<file path="config.mk">
export PLATFORM = sky130hd
export DESIGN_NAME = load_ctrl
export DESIGN_NICKNAME = d
export VERILOG_FILES = /design/src/rtl/load_ctrl.sv
export SDC_FILE = /design/constraint.sdc
export NUM_CORES = 1
export LEC_CHECK = 0
export ABC_AREA = 1
export CAP_MARGIN = 15
export CORE_ASPECT_RATIO = 1.4
export CORE_MARGIN = 2
export CORE_UTILIZATION = 42
export DETAILED_ROUTE_END_ITERATION = 8
export PLACE_DENSITY = 0.83
export SYNTH_ARGS = -nofsm -noshare
export SYNTH_HDL_FRONTEND = slang
export SYNTH_SLANG_ARGS = --single-unit
</file>
<file path="constraint.sdc">
create_clock -name clk -period 1.31 [get_ports clk]
set_input_delay 0.262 -clock clk [delete_from_list [all_inputs] [get_ports clk]]
set_output_delay 0.262 -clock clk [all_outputs]
set_load 0.05 [all_outputs]
</file>
<file path="src/rtl/load_ctrl.sv">
// Load unit controller: accepts one load at a time, reads the containing memory word,
// then returns the aligned, sign- or zero-extended result with a one-cycle done/err pulse.
module load_ctrl #(
    parameter int unsigned TIMEOUT = 15
) (
    input  logic        clk,
    input  logic        rst,
    input  logic        req,
    input  logic [31:0] addr,
    input  logic [2:0]  op,
    output logic        busy,
    output logic        mem_rd,
    output logic [31:0] mem_addr,
    input  logic        mem_ack,
    input  logic [31:0] mem_rdata,
    output logic [31:0] rdata,
    output logic        done,
    output logic        err
);

    typedef enum logic [1:0] {
        StIdle,
        StRead,
        StResp
    } state_e;

    localparam logic [2:0] OpLw  = 3'b000;
    localparam logic [2:0] OpLh  = 3'b001;
    localparam logic [2:0] OpLhu = 3'b010;
    localparam logic [2:0] OpLb  = 3'b011;
    localparam logic [2:0] OpLbu = 3'b100;

    // Last wait-count value before the read is abandoned.
    localparam logic [7:0] CntLast = 8'(TIMEOUT - 1);

    state_e      state_q, state_d;
    logic [2:0]  op_q, op_d;
    logic [1:0]  off_q, off_d;
    logic [31:0] mem_addr_q, mem_addr_d;
    logic [7:0]  cnt_q, cnt_d;
    logic        err_q, err_d;
    logic [31:0] rdata_q, rdata_d;

    logic        req_ok;
    logic [15:0] half;
    logic [7:0]  byte_sel;
    logic [31:0] load_data;

    // A request is accepted only for a legal op at a naturally aligned address.
    always_comb begin
        req_ok = 1'b0;
        case (op)
            OpLw:         req_ok = (addr[1:0] == 2'b00);
            OpLh, OpLhu:  req_ok = ~addr[0];
            OpLb, OpLbu:  req_ok = 1'b1;
            default:      req_ok = 1'b0;
        endcase
    end

    always_comb begin
        half     = off_q[1] ? mem_rdata[31:16] : mem_rdata[15:0];
        byte_sel = 8'h00;
        unique case (off_q)
            2'b00: byte_sel = mem_rdata[7:0];
            2'b01: byte_sel = mem_rdata[15:8];
            2'b10: byte_sel = mem_rdata[23:16];
            2'b11: byte_sel = mem_rdata[31:24];
        endcase

        load_data = 32'h0;
        case (op_q)
            OpLw:    load_data = mem_rdata;
            OpLh:    load_data = {{16{half[15]}}, half};
            OpLhu:   load_data = {16'h0, half};
            OpLb:    load_data = {{24{byte_sel[7]}}, byte_sel};
            OpLbu:   load_data = {24'h0, byte_sel};
            default: load_data = 32'h0;
        endcase
    end

    always_comb begin
        state_d    = state_q;
        op_d       = op_q;
        off_d      = off_q;
        mem_addr_d = mem_addr_q;
        cnt_d      = cnt_q;
        err_d      = err_q;
        rdata_d    = rdata_q;

        case (state_q)
            StIdle: begin
                if (req) begin
                    if (req_ok) begin
                        state_d    = StRead;
                        op_d       = op;
                        off_d      = addr[1:0];
                        mem_addr_d = {addr[31:2], 2'b00};
                        cnt_d      = 8'h00;
                    end else begin
                        state_d = StResp;
                        err_d   = 1'b1;
                        rdata_d = 32'h0;
                    end
                end
            end
            StRead: begin
                // An ack in the timeout cycle still completes the load cleanly.
                if (mem_ack) begin
                    state_d = StResp;
                    err_d   = 1'b0;
                    rdata_d = load_data;
                end else if (cnt_q == CntLast) begin
                    state_d = StResp;
                    err_d   = 1'b1;
                    rdata_d = 32'h0;
                end else begin
                    cnt_d = cnt_q + 8'h01;
                end
            end
            StResp: begin
                state_d = StIdle;
            end
            default: begin
                state_d = StIdle;
            end
        endcase
    end

    always_ff @(posedge clk) begin
        if (rst) begin
            state_q    <= StIdle;
            op_q       <= 3'b000;
            off_q      <= 2'b00;
            mem_addr_q <= 32'h0;
            cnt_q      <= 8'h00;
            err_q      <= 1'b0;
            rdata_q    <= 32'h0;
        end else begin
            state_q    <= state_d;
            op_q       <= op_d;
            off_q      <= off_d;
            mem_addr_q <= mem_addr_d;
            cnt_q      <= cnt_d;
            err_q      <= err_d;
            rdata_q    <= rdata_d;
        end
    end

    assign busy     = (state_q != StIdle);
    assign mem_rd   = (state_q == StRead);
    assign mem_addr = mem_addr_q;
    assign done     = (state_q == StResp);
    assign err      = (state_q == StResp) & err_q;
    assign rdata    = rdata_q;

endmodule

</file>
**Word level (Yosys, flattened, before mapping)**

Cells that the tools add are included.

- Add/sub/neg operators: 1
- Eq/ne operators: 20
- Mux-type cells: 24
- Bitwise operators: 2
- Reduce and logical (&&, ||, !) cells: 13

Operators with widths:

| operator | number |
|---|---|
| 32-bit one-hot mux with 5 select lines | 1 |
| 32-bit 2-to-1 mux | 4 |
| 32-bit one-hot mux with 2 select lines | 1 |
| 8-bit 2-to-1 mux | 4 |
| 8-bit one-hot mux with 4 select lines | 1 |
| 16-bit 2-to-1 mux | 1 |
| 8-bit one-hot mux with 2 select lines | 1 |
| 3-bit by 2-bit == test with 1-bit output, second input constant | 4 |
| 2-bit != test, second input constant | 5 |
| 8-bit by 1-bit adder with 8-bit output, second input constant | 1 |
| 8-bit by 4-bit == test with 1-bit output, second input constant | 1 |
| 2-bit 2-to-1 mux | 4 |
| 2-bit == test, second input constant | 3 |
| 3-bit by 1-bit == test with 1-bit output, second input constant | 2 |
| 3-bit == test, second input constant | 2 |
| 2-bit logical NOT | 3 |
| 3-bit logical NOT | 2 |
| 5-bit AND reduction | 1 |
| 2-bit by 1-bit == test with 1-bit output, second input constant | 2 |
| 1-bit 2-to-1 mux | 4 |
| 2-bit one-hot mux with 2 select lines | 1 |
| 4-bit AND reduction | 1 |
| 2-bit nonzero test | 2 |
| 2-bit OR reduction | 2 |
| other kinds (7) | 7 |

- Register bits: 78
- Output and inout bits: 68

**Logic depth before layout (Yosys ltp)**

- Depth after elaboration: 6
- Depth in mapped cells: 10

**Least setup slack after synthesis**

Ideal clock, no wire load.

- Path type: register to output
- Start: reg state_q[1]
- End: out err
- Arrival: 1.457 ns
- Required time: 1.048 ns
- Path slack: -0.409 ns
- Stages on the path, launching flop included: 3
- Cells stage by stage: dfxtp_1 -> inv_1 -> nor3_1

- Longest elaborated chain between the ends: 2

Ends and longest elaborated chain:

| element | line | source |
|---|---|---|
| from (decl) | 36 | `state_e state_q, state_d;` |
| from (signal assigned) | 131 | `state_q <= StIdle;` |
| from (signal assigned) | 139 | `state_q <= state_d;` |
| 2-bit == test | 153 | `assign err = (state_q == StResp) & err_q;` |
| 1-bit AND | 153 |  |
| to (decl) | 18 | `output logic err` |

No other way between the ends.

**Worst setup path after layout**

- Start: reg cnt_q[0]
- End: reg rdata_q[0], in the netlist rdata[0]

- Longest elaborated chain between the ends: 3

Ends and longest elaborated chain:

| element | line | source |
|---|---|---|
| from (decl) | 40 | `logic [7:0] cnt_q, cnt_d;` |
| from (signal assigned) | 143 | `cnt_q <= cnt_d;` |
| 8-bit by 4-bit == test with 1-bit output | 112 | `end else if (cnt_q == CntLast) begin` |
| 3-bit by 1-bit != test with 1-bit output (no line) | n/a |  |
| 4-bit AND reduction (no line) | n/a |  |
| to (signal assigned) | 145 | `rdata_q <= rdata_d;` |
| to (decl) | 42 | `logic [31:0] rdata_q, rdata_d;` |

No other way between the ends.
A chain may end at the register's enable or synchronous reset.

==> impl_metrics.ini <==
[synthesis]
synth_edf_count = 0
yosys.area_share.simple_pct = 42.9
synth_cell_type_count = 31
synth_top_area_share_pct = 38.0
synthCells = 669
synth-compound-area-share_pct = 7.60
synth_flop_cell = dfxtp_1
netlist_top_cells_area = dfxtp_1, nand2_1, nor2_1
muxShareOfSynthArea_pct = 0
async_flop_share_pct = 0
yosys.area.top_type = dfxtp_1
synth_seq_cells = 78
syn_area_per_cell_um2 = 6.15
synth_area_mm2 = 0.00411
synth_fa_ha_area_share_pct = 0.608
ys_warn_count = 0
yosysSeqAreaShare_pct = 38.0
yosys.area_share.xor_xnor_pct = 0.426
synth_top_family_by_area = simple AND/OR/NAND/NOR gates

[hold_path]
hold_class = in2reg
worstHoldPathCells = 4

[pwr]
power_leakage_nw = 3.53
power_density_mw_per_mm2 = 1130
ir_drop_v = 0.00116

[placed_design]
dp_cells = 958
gp_congestion = 0.933
dp_hpwl_um = 9870
place_area_mm2 = 0.00670
numPortBuffers = 136

[cells_and_area]
postLayoutCellArea_mm2 = 0.00792
area_growth_pct = 92.4
final_cell_mix = nand2_1, nor2_1, buf_12
seqCellArea_mm2 = 0.00157
final_nets = 925
layout_commonest_cell = nand2_1
final_core_util_pct = 83.2
fin_cells = 989
multi_input_area_mm2 = 0.00274
fill_cells = 474
drive_above_1_share_pct = 34.4
insertedDiodeCount = 0

[critical_path]
max_stage_delay_ps = 330
slowest_stage = dfxtp_2
worstRegToRegCells = 10
start_kind = flip-flop
crit_chain = inv_2 > ha_4 > nand3_4 > nor2_4 > nor2_2 > nor2_2 > nand2_4 > buf_12 > nand2_1 > a21oi_1
required_ps = 1570
critPathArrivalTime_ps = 1820
worstPathMaxFanout = 15
crit_top_cell = nor2_2
critPathKind = reg2reg
critPathCaptureType = flip-flop

[sta]
setup-tns-final_ps = -10940
period_needed_ps = 1560
slew_viol_final = 0
rsz0062_at_grt = true
max_freq_mhz = 640
setup_viol = 75
layout_setup_ws_ps = -252
min_period_over_period_pct = 119
finalHoldViolCount = 0
fin_skew_ps = 8.05

[floorplan]
start_util_pct = 43.3
die_area_mm2 = 0.0106
fp.dieH_um = 121
ios = 139
die_x_um = 87.6
rows = 42
coreArea_mm2 = 0.00951

[clock_tree]
cts_buffer_depth = 2
numCtsBuffers = 9
root_buffer = clkbuf_16
clkTransAtPathRegs_ps = 60
ctsHoldBuffers = 0
clk_latency_ps = 350
cts_sinks = 78
htree_levels = 3
tritoncts = done

[global_route]
grt_usage_pct = 27.8
antenna_found_initial = 0
grt_pass1_vias = 5002
grt_overflow_total = 0
grt_max_degree = 33
grt_pass1_wl_um = 23200

[outcome]
status = finished, violations left
violations = setup timing

[routing]
wire_per_inst_um = 19.2
drtAntennaViolNets = 0
viasPerCell = 5.48
drt_iter0_markers = 559
drc = 0
wl_um = 19000
dr.pass1.iters = 6
via_count = 5423

[job]
cap_violations = 0
cells by family after synthesis:
family,after synthesis
simple gates,428
buf+inv,99
flops,78
compound gates,59
xor+xnor,2
fa+ha+maj,2
other cells,1
timing repair:
item | 4_1_cts | 5_1_grt
gates cloned | 3 | 8
pin swaps | 8 | 20
buffers inserted | 5 | 0
setup endpoints to repair | 82 | 82
endpoints found under the hold margin | 0 | 0
gates resized for setup | 35 | 147
where the power goes:
part,switching (mW),internal [mW],total [mW]
registers,0.184,2.52,2.70
clock network,1.04,1.97,3.01
logic,1.79,1.45,3.24
synth_stat cells, types with 2 or more instances:
cell        n
o21ai_0     4
a21oi_1    47
nand3_1    60
buf_1       3
buf_4       2
ha_1        2
nor2_2      3
o21ai_1     5
inv_2       6
nand2_1   230
buf_6       3
or2_2       7
clkbuf_1    5
buf_2      20
dfxtp_1    78
nor2_1    116
nand2_2     5
inv_1      60
critical path, delay by kind of cell (launching register included):
family          cells  cell delay [ps]
compound gates      1              200
flops               1              330
fa+ha+maj           1              160
buf+inv             2              210
simple gates        6              570
cell type report:
type	instances	share of cell area, %
Clock buffer	13	3.29
Clock inverter	3	1.14
Inverter	66	3.26
Multi-Input combinational cell	494	34.6
Sequential cell	78	19.9
Tap cell	132	2.09
Timing Repair Buffer	203	35.8
path summary, 6_finish.rpt:
kind              startpoint        to  slack (ps)
setup / recovery    cnt_q[0]  rdata[0]        -250
hold / removal       addr[0]  off_q[0]         350
setup reg to reg    cnt_q[0]  rdata[0]        -250
hold reg to reg     rdata[8]  rdata[8]         500
metrics by stage:
| step | hold slack [ps] | worst slack [ps] | total power, mW |
|---|---|---|---|
| 2_1_floorplan | 397 | -63.1 | 4.03 |
| 3_3_place_gp | 483 | -434 | 5.20 |
| 3_5_place_dp | 486 | -529 | 5.27 |
| 4_1_cts | 359 | -138 | 8.35 |
| 5_1_grt | 381 | -324 | 9.19 |
| 6_report | 351 | -252 | 8.95 |
flip-flops by register name, summed over array words and instances (netlist names):
signal	cells
cnt_q	8
err_q	1
mem_addr	30
off_q	2
op_q	3
rdata	32
state_q	2
layer usage:
| layer | up-vias | GRT usage (%) | routed length [um] |
|---|---|---|---|
| met5 | - | 0 | 0 |
| met4 | 0 | 13.8 | 1140 |
| met3 | 114 | 7.41 | 1620 |
| met2 | 392 | 49.1 | 10200 |
| met1 | 2494 | 29.9 | 6070 |
| li1 | 2423 | - | - |
No activity file was read; power rests on OpenSTA's default activity.
